`src/rtl/fetch_unit.sv`:
```
// Purpose : instruction fetch stage; owns the PC, drives imem, buffers one instruction for decode.
// Latency : first instr_valid RD_WAIT cycles after reset releases; steady state one instr per RD_WAIT cycles.
// Backpr. : when decode holds instr_ready low with a full buffer, the address is held (STALL) until a transfer.
//
// Ports:
//   CLK, resetl          clock and synchronous active-low reset
//   startPC_sel, startPC reset PC select (1: startPC, 0: START_PC_DEFAULT)
//   imem_addr/imem_data  instruction memory address (== pc register) and returned word
//   instr, instr_pc,     one-entry output buffer with valid/ready handshake
//   instr_valid/ready
//   redirect/redirect_pc flush buffer and restart fetch at redirect_pc (low 2 bits forced to 0)
// Optional (macro FETCH_STATS_EN): fetch_count (transfers, wrapping) and
//   flush_count (redirects that discarded a valid buffer, saturating).
module fetch_unit #(
    parameter int unsigned RD_WAIT          = 2,
    parameter logic [63:0] START_PC_DEFAULT = 64'h0
) (
    input  logic        CLK,
    input  logic        resetl,
    input  logic        startPC_sel,
    input  logic [63:0] startPC,
    output logic [63:0] imem_addr,
    input  logic [31:0] imem_data,
    output logic [31:0] instr,
    output logic [63:0] instr_pc,
    output logic        instr_valid,
    input  logic        instr_ready,
    input  logic        redirect,
    input  logic [63:0] redirect_pc
`ifdef FETCH_STATS_EN
    ,
    output logic [31:0] fetch_count,
    output logic [15:0] flush_count
`endif
);

    typedef enum logic {
        ST_FETCH = 1'b0,
        ST_STALL = 1'b1
    } state_t;

    localparam logic [3:0] CNT_LAST = 4'(RD_WAIT - 1);

    state_t      r_state;
    logic [3:0]  r_cnt;
    logic [63:0] r_pc;
    logic [31:0] r_instr;
    logic [63:0] r_instr_pc;
    logic        r_instr_valid;

    logic        w_xfer;
    logic        w_free;
    logic        w_cnt_done;
    logic [63:0] w_start_pc;
    logic [63:0] w_pc_next;
    logic [63:0] w_redirect_pc;

    assign w_xfer        = r_instr_valid && instr_ready;
    assign w_free        = !r_instr_valid || w_xfer;
    assign w_cnt_done    = (r_cnt == CNT_LAST);
    assign w_start_pc    = startPC_sel ? startPC : START_PC_DEFAULT;
    // 64-bit add wraps naturally from ...FFFC to 0.
    assign w_pc_next     = r_pc + 64'd4;
    assign w_redirect_pc = redirect_pc & ~64'h3;

    assign imem_addr   = r_pc;
    assign instr       = r_instr;
    assign instr_pc    = r_instr_pc;
    assign instr_valid = r_instr_valid;

    always_ff @(posedge CLK) begin
        if (!resetl) begin
            r_state       <= ST_FETCH;
            r_cnt         <= 4'd0;
            r_pc          <= w_start_pc;
            r_instr       <= 32'h0;
            r_instr_pc    <= 64'h0;
            r_instr_valid <= 1'b0;
        end else if (redirect) begin
            // Redirect discards the buffer outright; a same-cycle ready is not a transfer
            // and any capture due this cycle is dropped.
            r_state       <= ST_FETCH;
            r_cnt         <= 4'd0;
            r_pc          <= w_redirect_pc;
            r_instr_valid <= 1'b0;
        end else begin
            case (r_state)
                ST_FETCH: begin
                    if (w_cnt_done) begin
                        if (w_free) begin
                            r_instr       <= imem_data;
                            r_instr_pc    <= r_pc;
                            r_instr_valid <= 1'b1;
                            r_pc          <= w_pc_next;
                            r_cnt         <= 4'd0;
                        end else begin
                            // Data is ready but the buffer is occupied: hold the address.
                            r_state <= ST_STALL;
                        end
                    end else begin
                        r_cnt <= r_cnt + 4'd1;
                        if (w_xfer) begin
                            r_instr_valid <= 1'b0;
                        end
                    end
                end
                ST_STALL: begin
                    // Address has been held the full read time, so imem_data is still good.
                    if (w_xfer) begin
                        r_instr       <= imem_data;
                        r_instr_pc    <= r_pc;
                        r_instr_valid <= 1'b1;
                        r_pc          <= w_pc_next;
                        r_cnt         <= 4'd0;
                        r_state       <= ST_FETCH;
                    end
                end
                default: begin
                    r_state <= ST_FETCH;
                end
            endcase
        end
    end

`ifdef FETCH_STATS_EN
    logic [31:0] r_fetch_count;
    logic [15:0] r_flush_count;

    always_ff @(posedge CLK) begin
        if (!resetl) begin
            r_fetch_count <= 32'h0;
            r_flush_count <= 16'h0;
        end else if (redirect) begin
            if (r_instr_valid && (r_flush_count != 16'hFFFF)) begin
                r_flush_count <= r_flush_count + 16'd1;
            end
        end else if (w_xfer) begin
            r_fetch_count <= r_fetch_count + 32'd1;
        end
    end

    assign fetch_count = r_fetch_count;
    assign flush_count = r_flush_count;
`endif

endmodule
```
`config.mk`:
```
export PLATFORM = sky130hd
export DESIGN_NAME = fetch_unit
export DESIGN_NICKNAME = d
export VERILOG_FILES = /design/src/rtl/fetch_unit.sv
export SDC_FILE = /design/constraint.sdc
export NUM_CORES = 1
export LEC_CHECK = 0
export ABC_AREA = 0
export ABC_CLOCK_PERIOD_IN_PS = 9600
export CORE_MARGIN = 2
export CORE_UTILIZATION = 45
export CTS_BUF_LIST = sky130_fd_sc_hd__clkbuf_16
export CTS_CLUSTER_SIZE = 24
export DETAILED_ROUTE_END_ITERATION = 8
export PLACE_DENSITY = 0.79
export SYNTH_ARGS = -nofsm -noshare
export SYNTH_HDL_FRONTEND = slang
export SYNTH_SLANG_ARGS = --single-unit
export TNS_END_PERCENT = 10
```
`constraint.sdc`:
```
create_clock -name CLK -period 9.6 [get_ports CLK]
set_input_delay 2.4 -clock CLK [delete_from_list [all_inputs] [get_ports CLK]]
set_output_delay 2.4 -clock CLK [all_outputs]
set_load 0.005 [all_outputs]
```
==> flow_summary.json <==
{
  "avgSynthCellArea_um2": 8.82,
  "track_usage_pct": 27.2,
  "syn_inst": 957,
  "drt_iter0_markers": 545,
  "via_per_inst": 5.64,
  "whs_ns": 0.464,
  "nets": 1399,
  "synth_warnings": 0,
  "tritoncts": "done",
  "ioPinCount": 326,
  "wl_per_cell_um": 18.6,
  "dr.pass1.iters": 5,
  "hold_buffers": 0,
  "status": "finished clean",
  "antenna_found_initial": 0,
  "async_flop_share_pct": 0,
  "hold_viol_final": 0,
  "crit_arrival_ns": 5.13,
  "clk_path_buf_depth": 2,
  "fin_skew_ns": 0.00919,
  "stdcell_count": 1478,
  "cts.sinks": 166,
  "rows": 50,
  "maxSlewHeadroom_pct": 23.3,
  "vias": 8329,
  "syn_area_um2": 8440,
  "ctsResizeCount": 0,
  "synth-seq-cells": 166,
  "post-synth-top-area-cell": "dfxtp_1",
  "yosys-top-cells-area": "dfxtp_1, edfxtp_1, nand2_1",
  "grt_pass1_wl_um": 42400,
  "start_util_pct": 45.4,
  "syn_to_final_growth_pct": 45.8,
  "pwr_density_cell_nw_per_um2": 148,
  "grt_max_degree": 114,
  "place.gp.congestion": 0.822,
  "min_period_ns": 4.80,
  "synth_flop_cell": "dfxtp_1",
  "cp.required_ns": 9.94,
  "synth_edf_count": 64,
  "overflow": 0,
  "drtAntennaViolNets": 0,
  "numCtsBuffers": 17,
  "die_w_um": 141,
  "place_inst": 1446,
  "cts.htree.levels": 4,
  "antenna_cells": 0,
  "worstSetupPathType": "input port to register",
  "synth.distinct_cells": 51,
  "coreArea_um2": 18600,
  "mostFrequentLayoutCell": "clkdlybuf4s50_1",
  "drc": 0,
  "setup_violations": 0,
  "detailed_place.area_um2": 11800,
  "root_buffer": "clkbuf_16",
  "crit_path_end_kind": "register",
  "post_cts_buffers": 0,
  "maxCapViolCount": 0,
  "hold_class": "register to register",
  "ir_worst_vdd_mv": 0.135,
  "portBuffers": 323,
  "clock_latency_ns": 0.43,
  "period_share_pct": 50.0,
  "layout_common_cells": "clkdlybuf4s50_1, nand2_1, dfxtp_1",
  "grt_pass1_vias": 7807,
  "die_h_um": 141,
  "synth_fp_nets": 1125,
  "max_freq_mhz": 208,
  "fin_area_um2": 12300,
  "p_leak_nw": 4.12,
  "clk_pin_slew_worst_paths_ns": 0.06,
  "startpoint_type": "input port",
  "synth.top_cell.area_share_pct": 24.2,
  "finalSetupTns_ns": 0,
  "critPathMaxFanout": 83,
  "yosysSeqAreaShare_pct": 46.9,
  "rsz0062_at_grt": "no",
  "dp_hpwl_um": 19000,
  "slew_viol_final": 0,
  "drt_wl_total_um": 27500,
  "die-area_um2": 19900,
  "layout-drive-gt1-share_pct": 4.50,
  "worst_slew_pin_slew_ns": 1.15
}
critical path, cell delays in order:
cell and delay [ns]:
clkdlybuf4s50_1 0.48, a21oi_1 0.20, nor3_2 0.76, buf_4 0.78
nand2_1 0.16, a21boi_0 0.22
cell families (layout without fill, tap and decap cells):
kind of cell	count (synthesis)	count (layout)	synth area share, %
adder cells (fa/ha/maj)	3	3	0.445
AND/OR/NAND/NOR	425	425	24.1
AO/OA/AOI/OAI	222	222	18.3
XOR/XNOR	42	42	4.36
multiplexers	16	16	2.00
buffers and inverters	83	370	3.84
flip-flops	166	166	46.9
final cells by class:
type	instances	area, µm²
clock buffers	19	475
multi-input cells	708	4190
fillers	1585	6270
well taps	234	293
clock inverters	13	77.6
repair buffers	329	3280
flip-flops and latches	166	3960
inverters	9	33.8
power breakdown:
group          internal, mW  switching, mW  total (mW)
combinational         0.185          0.121       0.306
sequential            0.789         0.0755       0.864
clock                 0.360          0.295       0.655
flip-flops by register name (all words and copies together) (netlist names):
name / flops
imem_addr: 64
instr_pc: 64
instr: 32
r_cnt: 4
instr_valid: 1
r_state: 1
layer usage:
metal	track usage [%]	up-vias	wire length, µm
li1	-	3963	-
met1	34.7	3936	11400
met2	44.6	386	12900
met3	8.08	44	2540
met4	8.58	0	633
met5	0	-	0
metrics by stage:
step                      power (mW)  util, %  setup WS [ns]
after global placement          1.18     63.3           4.47
after global routing            1.89     66.2           4.56
after floorplan                0.975        -           2.03
after detailed placement        1.18     63.3           4.43
final                           1.83     66.2           4.80
after CTS                       1.83     66.2           4.79
synthesized netlist by cell type, types with 7 or more instances:
| library cell | number |
|---|---|
| dfxtp_1 | 102 |
| nor4_1 | 20 |
| a22o_1 | 9 |
| inv_1 | 9 |
| a21oi_1 | 11 |
| nand3_1 | 38 |
| a21boi_0 | 97 |
| xnor2_1 | 27 |
| clkbuf_1 | 64 |
| and2_1 | 11 |
| a22oi_1 | 39 |
| mux2_2 | 7 |
| edfxtp_1 | 64 |
| nand4_1 | 22 |
| and4_1 | 8 |
| o21ai_0 | 45 |
| or4_1 | 8 |
| nor2_1 | 21 |
| or3_1 | 9 |
| xor2_1 | 15 |
| nor3_1 | 15 |
| nand2_1 | 243 |
| mux2i_1 | 9 |
path summary, 6_finish.rpt:
kind,startpoint,end,slack (ns),cells after the start
min reg2reg,instr_pc[11]$_SDFFE_PN0P_,instr_pc[11]$_SDFFE_PN0P_,0.46,2
max reg2reg,r_cnt[0]$_SDFFE_PN0P_,instr_pc[60]$_SDFFE_PN0P_,6.58,6
min,instr_pc[11]$_SDFFE_PN0P_,instr_pc[11]$_SDFFE_PN0P_,0.46,2
max,instr_ready,instr_pc[60]$_SDFFE_PN0P_,4.80,6
Power figures use the tool's default switching activity.
